[config.mk]
export PLATFORM = sky130hd
export DESIGN_NAME = gate_pipe
export DESIGN_NICKNAME = d
export VERILOG_FILES = /design/src/rtl/gate_pipe_pkg.sv /design/src/rtl/gate_reduce.sv /design/src/rtl/gate_pipe.sv
export SDC_FILE = /design/constraint.sdc
export NUM_CORES = 1
export LEC_CHECK = 0
export ABC_AREA = 1
export CAP_MARGIN = 15
export CORE_ASPECT_RATIO = 0.9
export CORE_MARGIN = 1.5
export CORE_UTILIZATION = 49
export CTS_BUF_LIST = sky130_fd_sc_hd__clkbuf_8
export CTS_CLUSTER_DIAMETER = 50
export DETAILED_ROUTE_END_ITERATION = 10
export PLACE_DENSITY = 0.82
export SLEW_MARGIN = 20
export SYNTH_ARGS = -nofsm -noshare
export SYNTH_HDL_FRONTEND = slang
export SYNTH_SLANG_ARGS = --single-unit
[constraint.sdc]
create_clock -name clk -period 1.72 [get_ports clk]
set_input_delay 0.258 -clock clk [delete_from_list [all_inputs] [get_ports clk]]
set_output_delay 0.258 -clock clk [all_outputs]
set_load 0.01 [all_outputs]
[src/rtl/gate_pipe_pkg.sv]
// Shared definitions for gate_pipe: function-select codes and skid buffer state encoding.
package gate_pipe_pkg;

    localparam logic [2:0] OP_AND  = 3'd0;
    localparam logic [2:0] OP_OR   = 3'd1;
    localparam logic [2:0] OP_XOR  = 3'd2;
    localparam logic [2:0] OP_NAND = 3'd3;
    localparam logic [2:0] OP_NOR  = 3'd4;
    localparam logic [2:0] OP_XNOR = 3'd5;
    localparam logic [2:0] OP_NOT  = 3'd6;
    localparam logic [2:0] OP_BUF  = 3'd7;

    typedef enum logic [1:0] {
        EMPTY = 2'd0,
        ONE   = 2'd1,
        FULL  = 2'd2
    } skid_state_e;

endpackage

[src/rtl/gate_reduce.sv]
// Combinational bitwise reduction of NIN operands of WIDTH bits under a 3-bit function select.
module gate_reduce
    import gate_pipe_pkg::*;
#(
    parameter int WIDTH = 8,
    parameter int NIN   = 2
) (
    input  logic [NIN*WIDTH-1:0] in_data,
    input  logic [2:0]           op,
    output logic [WIDTH-1:0]     result
);

    logic [WIDTH-1:0] and_v;
    logic [WIDTH-1:0] or_v;
    logic [WIDTH-1:0] xor_v;
    logic [WIDTH-1:0] opnd0;

    // Fold all operands into AND/OR/XOR vectors, then pick or invert per op.
    always_comb begin
        and_v  = {WIDTH{1'b1}};
        or_v   = {WIDTH{1'b0}};
        xor_v  = {WIDTH{1'b0}};
        opnd0  = in_data[WIDTH-1:0];
        for (int k = 0; k < NIN; k++) begin
            and_v = and_v & in_data[k*WIDTH +: WIDTH];
            or_v  = or_v  | in_data[k*WIDTH +: WIDTH];
            xor_v = xor_v ^ in_data[k*WIDTH +: WIDTH];
        end
        case (op)
            OP_AND:  result = and_v;
            OP_OR:   result = or_v;
            OP_XOR:  result = xor_v;
            OP_NAND: result = ~and_v;
            OP_NOR:  result = ~or_v;
            OP_XNOR: result = ~xor_v;
            OP_NOT:  result = ~opnd0;
            OP_BUF:  result = opnd0;
            default: result = {WIDTH{1'b0}};
        endcase
    end

endmodule

[src/rtl/gate_pipe.sv]
// Registered multi-operand logic gate behind a 2-entry skid buffer (main M, skid S)
// with a registered in_ready and a wrapping accepted-transaction counter.
module gate_pipe
    import gate_pipe_pkg::*;
#(
    parameter int WIDTH = 8,
    parameter int NIN   = 2,
    parameter int CNT_W = 16
) (
    input  logic                 clk,
    input  logic                 rst,
    input  logic                 in_valid,
    output logic                 in_ready,
    input  logic [2:0]           in_op,
    input  logic [NIN*WIDTH-1:0] in_data,
    output logic                 out_valid,
    input  logic                 out_ready,
    output logic [WIDTH-1:0]     out_data,
    output logic [2:0]           out_op,
    output logic [CNT_W-1:0]     acc_count
);

    skid_state_e      state_q, state_d;
    logic [WIDTH-1:0] m_data_q, m_data_d;
    logic [WIDTH-1:0] s_data_q, s_data_d;
    logic [2:0]       m_op_q, m_op_d;
    logic [2:0]       s_op_q, s_op_d;
    logic [CNT_W-1:0] cnt_q, cnt_d;
    logic             in_ready_q, out_valid_q;
    logic [WIDTH-1:0] result_s;
    logic             in_fire_s, out_fire_s;

    gate_reduce #(
        .WIDTH (WIDTH),
        .NIN   (NIN)
    ) u_reduce (
        .in_data (in_data),
        .op      (in_op),
        .result  (result_s)
    );

    assign in_fire_s  = in_valid && in_ready_q;
    assign out_fire_s = out_valid_q && out_ready;

    // Skid buffer next-state and data steering; results enter M when it frees up, else S.
    always_comb begin
        state_d  = state_q;
        m_data_d = m_data_q;
        m_op_d   = m_op_q;
        s_data_d = s_data_q;
        s_op_d   = s_op_q;
        cnt_d    = in_fire_s ? cnt_q + CNT_W'(1) : cnt_q;
        case (state_q)
            EMPTY: begin
                if (in_fire_s) begin
                    m_data_d = result_s;
                    m_op_d   = in_op;
                    state_d  = ONE;
                end else begin
                    state_d  = EMPTY;
                end
            end
            ONE: begin
                if (in_fire_s && !out_fire_s) begin
                    s_data_d = result_s;
                    s_op_d   = in_op;
                    state_d  = FULL;
                end else if (in_fire_s && out_fire_s) begin
                    m_data_d = result_s;
                    m_op_d   = in_op;
                    state_d  = ONE;
                end else if (out_fire_s) begin
                    state_d  = EMPTY;
                end else begin
                    state_d  = ONE;
                end
            end
            FULL: begin
                if (out_fire_s) begin
                    m_data_d = s_data_q;
                    m_op_d   = s_op_q;
                    state_d  = ONE;
                end else begin
                    state_d  = FULL;
                end
            end
            default: begin
                state_d = EMPTY;
            end
        endcase
    end

    // State, data and handshake registers; flags are derived from the next state so they stay registered.
    always_ff @(posedge clk or posedge rst) begin
        if (rst) begin
            state_q     <= EMPTY;
            m_data_q    <= {WIDTH{1'b0}};
            m_op_q      <= 3'd0;
            s_data_q    <= {WIDTH{1'b0}};
            s_op_q      <= 3'd0;
            cnt_q       <= {CNT_W{1'b0}};
            in_ready_q  <= 1'b1;
            out_valid_q <= 1'b0;
        end else begin
            state_q     <= state_d;
            m_data_q    <= m_data_d;
            m_op_q      <= m_op_d;
            s_data_q    <= s_data_d;
            s_op_q      <= s_op_d;
            cnt_q       <= cnt_d;
            in_ready_q  <= (state_d != FULL);
            out_valid_q <= (state_d != EMPTY);
        end
    end

    assign in_ready  = in_ready_q;
    assign out_valid = out_valid_q;
    assign out_data  = m_data_q;
    assign out_op    = m_op_q;
    assign acc_count = cnt_q;

endmodule

**Word-level counts from Yosys, hierarchy flattened**

Index checks and enable logic that the tools add are counted.

- Muxes and demuxes: 17
- Eq/ne operators: 14
- Bitwise gates (word level): 7
- Reduce and logical (&&, ||, !) cells: 11
- Add/sub/neg operators: 1

Operators by type and width:

| kind | number |
|---|---|
| one-hot mux 8 bit (8 select lines) | 1 |
| two-way mux 8 bit | 4 |
| NOT 8 bit | 4 |
| one-hot mux 8 bit (3 select lines) | 1 |
| adder 16 x 1 -> 16 bit (second input constant) | 1 |
| equality test 3 bit (second input constant) | 4 |
| two-way mux 3 bit | 4 |
| != test 2 bit (second input constant) | 5 |
| one-hot mux 3 bit (3 select lines) | 1 |
| AND 8 bit | 1 |
| OR 8 bit | 1 |
| bitwise XOR 8 bit | 1 |
| equality test 3 x 2 -> 1 bit (second input constant) | 2 |
| one-hot mux 2 bit (3 select lines) | 1 |
| AND reduction 5 bit | 1 |
| logical AND 1 bit | 4 |
| two-way mux 2 bit | 2 |
| equality test 3 x 1 -> 1 bit (second input constant) | 1 |
| zero test 3 bit | 1 |
| two-way mux 1 bit | 3 |
| nonzero test 3 bit | 1 |
| equality test 2 x 1 -> 1 bit (second input constant) | 1 |
| equality test 2 bit (second input constant) | 1 |
| zero test 2 bit | 1 |
| other kinds (3) | 3 |

- Input port bits: 23
- Word-level logic and storage cells: 58
- Bits in registers: 42
- Output and inout bits: 29

**Logic depth before layout (Yosys ltp)**

Gate-level depths: netlist of the first run.

- Depth in word-level cells: 6
- Mapped depth: 12
- Gate-level depth less buffers: 11

**By module**

A second synthesis of the first run with hierarchy kept.

- Cells, all modules: 398
- Area total of the unflattened synthesis: 2881.5 um^2

Modules (own cells, without submodules):

| module | cells an instance | times used | area an instance (um^2) | seq. area each (um^2) |
|---|---|---|---|---|
| gate_pipe | 230 | 1 | 1976.9 | 1052.3 |
| gate_reduce | 168 | 1 | 904.6 | 0.0 |

**Worst setup path after synthesis of the first run**

No wires, ideal clock.

- Path type: register to register
- Start point: register in_ready_q, in the netlist in_ready
- End point: register s_data_q[0]
- Arrival: 1748 ps
- Buffers on the path: 1
- Setup time: 77 ps
- Setup slack: -105 ps
- Period minus slack after synthesis: 1825 ps
- Data required time: 1643 ps
- Stages on the path, launching flop included: 9
- Cells stage by stage: dfstp_2 -> nand2_2 -> inv_1 -> ha_1 -> nand3_2 -> inv_1 -> buf_1 -> nand2_1 -> o21ai_1

- Cells in the longest elaborated chain, start to end: 3

Ends and longest elaborated chain:

| item | line | source |
|---|---|---|
| start: declaration | gate_pipe.sv:29 | `logic in_ready_q, out_valid_q;` |
| start signal: assignment | gate_pipe.sv:111 | `in_ready_q <= (state_d != FULL);` |
| logical AND 1 bit | gate_pipe.sv:42 | `assign in_fire_s = in_valid && in_ready_q;` |
| net in_fire_s | gate_pipe.sv:31 | `logic in_fire_s, out_fire_s;` |
| logical AND 1 bit | gate_pipe.sv:64 | `if (in_fire_s && !out_fire_s) begin` |
| AND reduction 2 bit (no line) | n/a |  |
| end signal: assignment | gate_pipe.sv:99 | `s_data_q <= {WIDTH{1'b0}};` |
| end signal: assignment | gate_pipe.sv:108 | `s_data_q <= s_data_d;` |
| end: declaration | gate_pipe.sv:25 | `logic [WIDTH-1:0] s_data_q, s_data_d;` |

The timed path passes the listed nets, and every way through them passes these cells.
A chain may end at the register's enable or synchronous reset.

**Worst setup path after layout of the first run**

- Start point: register in_ready_q, in the netlist in_ready
- End point: output port in_ready

RTL lines:

| item | line | source |
|---|---|---|
| end: declaration | gate_pipe.sv:13 | `output logic in_ready,` |

No word-level cell between the ends.

==> results.md, run 1 <==
- Status: complete, no violations
- Crit path max fanout: 2
- Initial antenna violation count: 0
- # diodes: 0
- TritonCTS buffer count: 5
- Critical Path AT: 1.38 ns
- P_leak: 2.06 nW
- RSZ-0062 raised after global routing: yes
- FMAX: 612 MHz
- Startpoint types: flop
- Vias in the first global route: 2859
- Clock sink count: 42
- Initial DRC Count: 168
- Mapped Nets: 442
- First-pass GRT wire length: 12.9 mm
- Final WL: 7.54 mm
- Slowest cell on the critical path: dfstp_2
- Setup Skew: 0.00813 ns
- I/O pin total: 52
- Top cell type's share of synthesized area: 35.3%
- Yosys Warn Count: 0
- Via count: 2974
- Power Dens Cells: 1210 nW/um^2
- Vias per cell: 5.29
- Worst reg-to-reg setup slack: 0.11 ns
- Largest net degree at the start of global routing: 22
- Clock Tree Buf Depth: 2
- Antenna viol nets, final: 0
- Final Max Slew Viols: 0
- CP Capture Type: primary output
- Cts repair resizes: 0
- DRC: 0
- CTS tree: done
- Mapped Area: 2910 um^2
- Worst EP required: 1.46 ns
- Peak VDD IR: 1050 uV
- Number of synthesized flops with an enable pin: 0
- Site Rows: 26
- Avg Cell Area, Syn: 7.27 um^2
- Post-CTS Setup Repair Bufs: 0
- #FFs+latches synth: 42
- Buf+Inv Stages, Crit Path: 1
- DR WL/cell: 13.4 um
- GPL Wtd Cong: 0.883
- DIE WIDTH: 84.2 um
- H-tree levels: 2
- CP delay by family, top: flip-flops
- Port-buffer cells: 51
- Layout cells sized above 1: 14.8%
- Clock Root Buffer: clkbuf_8
- Detailed-router iteration count before antenna repair: 5
- Relative slew slack: 69.2%
- Pin slew with the least headroom to its limit: 0.461 ns
- Setup CP Type: flop to primary output
- Core box area: 5690 um^2
- Area delta synth->final: 37.6%
- Detailed Place HPWL: 5.76 mm
- Placed Cells incl. Taps: 554
- Gr usage total: 24.5%
- Setup-failing EPs final: 0
- Top cells by area, synth: dfrtp_1 (35%), nand2_1 (14%), ha_1 (8.2%)
- Maximum Capacitance Violations: 0
- DIE AREA: 6410 um^2
- Slowest stage delay, CP: 0.55 ns
- Hold Vio Cnt, Final: 0
- Post-Syn Instances: 400
- Grt ovf: 0
- Post-synth top cells: nand2_1 (109), inv_1 (55), dfrtp_1 (41), nor2_1 (37), nand4_1 (30)
- Netlist cell types: 32
- Final Cycle Share: 95.0%
- Total power: 4.85 mW
- CTS Hold Buffers Added: 0
- Initial Utilization: 51.1%
- Non-filler instance count after layout: 562
- Worst-path cell chain: clkdlybuf4s50_1
- Area leader, netlist: dfrtp_1
- Worst hold path type: primary input to asynchronous set/reset pin
- Tmin final: 1.63 ns
- Count leader, synth: nand2_1
- Synth Flop Type: dfrtp_1
- Nets: 533
- Seq/Total Area, Yosys: 36.2%
- Chip height: 76.1 um
- Clock network latency to the later pin of the worst-skew pair: 0.30 ns
- Ys async rst share: 100%
- CTS clock-pin slew for the worst setup and hold paths: 0.08 ns
-- placed cells by master (no fill, tap or decap), drive strengths merged --
master	count
o21ai	19
dfstp	1
a31oi	3
clkinvlp	1
bufinv	1
xnor2	6
dfrtp	41
buf	45
a21oi	8
inv	59
ha	19
xor2	6
nand2	112
nor3	9
nand4	30
clkbuf	6
nor2	40
nand3b	8
or2	1
clkdlybuf4s50	51
nand3	26
-- metrics by stage --
step / setup slack, ns / TNS (ns) / instance area, um^2 / hold WS, ns / util, %
floorplan: 0.0156 / 0 / 2920 / 0.453 / -
global placement: -0.182 / -2.48 / 3860 / 0.467 / 67.8
detailed placement: -0.234 / -3.61 / 3860 / 0.469 / 67.8
CTS: 0.0398 / 0 / 3980 / 0.261 / 69.8
global route: -0.00716 / -0.0137 / 4000 / 0.331 / 70.3
finish: 0.0855 / 0 / 4000 / 0.259 / 70.3
-- logic make-up (layout without fill, tap and decap cells) --
| group | Yosys count | in the layout | share of synthesized area, % |
|---|---|---|---|
| buffers and inverters | 71 | 163 | 10.0 |
| DFF | 42 | 42 | 36.2 |
| and+or+nand+nor | 226 | 226 | 36.1 |
| adders and majority gates | 19 | 19 | 8.18 |
| xor gates and xnor gates | 12 | 12 | 3.61 |
| AOI/OAI and AO/OA | 30 | 30 | 5.94 |
-- final cells by class --
cell class              instances  area, um^2
fillers                       459        1690
multi-input cells             287        1590
flip-flops and latches         42        1050
repair buffers                 96         923
inverters                      59         230
well taps                      70        87.6
clock buffers                   6        82.6
clock inverters                 2        33.8
-- layer usage --
layer	vias up	share of wire [%]	wire length, um	track usage [%]
met5	-	0	0	0
met4	0	1.3	96	7.05
met3	11	4.7	355	3.79
met2	91	50	3760	43.0
met1	1398	44	3330	31.3
li1	1474	-	-	-
-- path summary, 6_finish.rpt --
check,from,end,cells after the start
setup / recovery,in_ready$_DFF_PP1_,in_ready,1
hold / removal,rst,out_data[4]$_DFFE_PP0P_,2
setup reg to reg,in_ready$_DFF_PP1_,out_data[3]$_DFFE_PP0P_,10
hold reg to reg,out_data[0]$_DFFE_PP0P_,out_data[0]$_DFFE_PP0P_,2
max in group asynchronous,rst,in_ready$_DFF_PP1_,3
min in group clk,out_data[0]$_DFFE_PP0P_,out_data[0]$_DFFE_PP0P_,2
-- power by group --
part	leakage, nW	switching [mW]	internal [mW]
registers	0.531	0.262	1.37
clock network	0.0626	0.343	0.468
logic	1.47	1.23	1.17
total	2.06	1.83	3.01
-- state kept, by name, summed over array words and instances, names as in the netlist --
register / count
acc_count: 16
out_data: 8
s_data_q: 8
out_op: 3
s_op_q: 3
state_q: 2
in_ready: 1
out_valid: 1
(Power assumes the default switching activity.)
==> run 2: changes to the inputs <==
PLACE_DENSITY = 0.9   (was 0.82)
==> results.md, run 2 (same netlist as run 1, synthesis figures left out) <==
- Buf+Inv Stages, Crit Path: 1 (unchanged)
- Final WL: 7.47 mm (-0.92%)
- Detailed-router iteration count before antenna repair: 5 (unchanged)
- DIE AREA: 6410 um^2 (unchanged)
- Gr usage total: 23.9% (-0.66 points)
- CP Capture Type: primary output
- Grt ovf: 0 (unchanged)
- Pin slew with the least headroom to its limit: 0.448 ns (-0.0125 ns)
- Length in cells of the worst reg-to-reg path: 10 (unchanged)
- Switching power share of the total: 40.3% (+2.5 points)
- Relative slew slack: 70.1% (+0.84 points)
- Site Rows: 26 (unchanged)
- Largest net degree at the start of global routing: 43 (+95%)
- Pre-CTS setup slack: -0.216 ns (+0.0180 ns)
- Tmin final: 1.64 ns (+0.00293 ns)
- Sequential share of power: 35.4% (+1.7 points)
- Core box area: 5690 um^2 (unchanged)
- Worst reg-to-reg setup slack: 0.12 ns (about the same)
- Area delta synth->final: 34.3%
- Slowest stage delay, CP: 0.56 ns (about the same)
- Initial DRC Count: 206 (+23%)
- Setup TNS: 0 ns (unchanged)
- Slowest cell on the critical path: dfstp_2
- Final Cycle Share: 95.2% (+0.17 points)
- Reg-to-reg startpoint: in_ready$_DFF_PP1_
- First-pass GRT wire length: 12.7 mm (-1.8%)
- Power Dens Cells: 1190 nW/um^2 (-1.6%)
- Final Max Slew Viols: 0 (unchanged)
- Detailed Place HPWL: 5.77 mm (+0.12%)
- Initial antenna violation count: 0 (unchanged)
- P_leak: 1.99 nW (-3.3%)
- Commonest non-fill, non-tap cells in the layout: nand2_1 (109), inv_1 (55), clkdlybuf4s50_1 (51)
- Worst hold path type: primary input to asynchronous set/reset pin
- Commonest non-fill, non-tap cell in the layout: nand2_1
- Clock sink count: 42 (unchanged)
- Port-buffer cells: 51 (unchanged)
- DR WL/cell: 13.4 um (about the same)
- Setup CP Type: flop to primary output
- Worst-path cell chain: clkdlybuf4s50_1
- R2R Path End: out_data[0]$_DFFE_PP0P_
- CP delay by family, top: flip-flops
- Peak VDD IR: 1090 uV (+3.2%)
- Vias in the first global route: 2977 (+4.1%)
- Initial Utilization: 51.1% (unchanged)
- Crit path max fanout: 2 (unchanged)
- Internal power: 2.78 mW (-7.8%)
- Fill cells: 437 (-4.8%)
- Antenna viol nets, final: 0 (unchanged)
- Clock Tree Buf Depth: 2 (unchanged)
- CTS tree: done
- TritonCTS buffer count: 5 (unchanged)
- CTS clock-pin slew for the worst setup and hold paths: 0.08 ns (about the same)
- DIE WIDTH: 84.2 um (unchanged)
- RSZ-0062 raised after global routing: no
- Setup Skew: 0.00731 ns (-0.000823 ns)
- Setup-failing EPs final: 0 (unchanged)
- FMAX: 611 MHz (-0.18%)
- Status: complete, no violations
- Startpoint types: flop
- I/O pin total: 52 (unchanged)
- DRC: 0 (unchanged)
- Max reg flops: 16 (unchanged)
- Clock share of power: 13.5% (-3.2 points)
- Maximum Capacitance Violations: 0 (unchanged)
- Vias per cell: 5.39 (+1.8%)
- H-tree levels: 2 (unchanged)
- Combinational power share: 51.0% (+1.4 points)
- Critical Path AT: 1.38 ns (about the same)
- Chip height: 76.1 um (unchanged)
- Net Switching: 1.88 mW (+2.3%)
- # diodes: 0 (unchanged)
- Hold Vio Cnt, Final: 0 (unchanged)
- Final worst slack: 0.0825 ns (-0.00293 ns)
- GPL Wtd Cong: 0.960 (+8.8%)
- Clock Root Buffer: clkbuf_8
- Layout cells sized above 1: 14.2% (-0.67 points)
- Worst EP required: 1.46 ns (about the same)
- Nets: 528 (-0.94%)
- Clock network latency to the later pin of the worst-skew pair: 0.29 ns (about the same)
- Via count: 3001 (+0.91%)
run 2: changes by cell type in the layout (fill, tap and decap cells not counted), sizes merged:
cell,change
buf,-5
bufinv,-1
clkbuf,-1
clkinv,+2
run 2: timing repair:
action,CTS,global route
setup buffers,0,2
resized for setup,0,11
hold buffers,0,0
setup endpoints to repair,0,18
run 2: per-stage QoR:
stage / hold WS, ns / util [%] / power (mW) / instance area (um^2) / cells
global placement: 0.465 / 66.0 / 3.78 / 3760 / 547
CTS: 0.310 / 67.5 / 4.56 / 3840 / 555
global route: 0.354 / 68.6 / 4.98 / 3900 / 557
finish: 0.301 / 68.6 / 4.65 / 3900 / 557
detailed placement: 0.474 / 66.0 / 3.92 / 3760 / 547
floorplan: 0.453 / - / 2.91 / 2920 / 400
run 2: worst max path at each step:
| stage | endpoint | slack (ns) | start | cells after the start |
|---|---|---|---|---|
| finish | in_ready | 0.08 | in_ready$_DFF_PP1_ | 1 |
| global route | out_data[5]$_DFFE_PP0P_ | 0.004 | in_ready$_DFF_PP1_ | 11 |
| CTS | out_data[6]$_DFFE_PP0P_ | 0.01 | in_ready$_DFF_PP1_ | 11 |
| detailed placement | s_data_q[7]$_DFFE_PP0N_ | -0.22 | in_op[1] | 7 |
| global placement | out_data[3]$_DFFE_PP0P_ | -0.14 | in_op[1] | 7 |
| floorplan | out_data[4]$_DFFE_PP0P_ | 0.02 | in_ready$_DFF_PP1_ | 12 |
run 2: area by class of cell:
| class | instances | area [um^2] | area share (%) |
|---|---|---|---|
| clock buffer | 5 | 68.8 | 1.76 |
| clock inverter | 3 | 17.5 | 0.449 |
| inverter | 59 | 235 | 6.03 |
| multi-input combinational | 287 | 1600 | 41.1 |
| sequential | 42 | 1050 | 27.0 |
| tap | 70 | 87.6 | 2.24 |
| timing repair buffer | 91 | 840 | 21.5 |
run 2: power groups by stage:
stage,Combinational [mW],Sequential (mW),Clock (mW)
finish,2.37,1.65,0.630
global route,2.60,1.70,0.680
CTS,2.27,1.64,0.646
detailed placement,2.27,1.65,0
global placement,2.15,1.63,0
floorplan,1.22,1.70,0
run 2: metal layers:
metal	global-route usage, %	vias up	routed length [um]
li1	-	1469	-
met1	27.3	1397	3000
met2	44.7	114	3920
met3	4.01	21	389
met4	7.87	0	163
met5	0	-	0
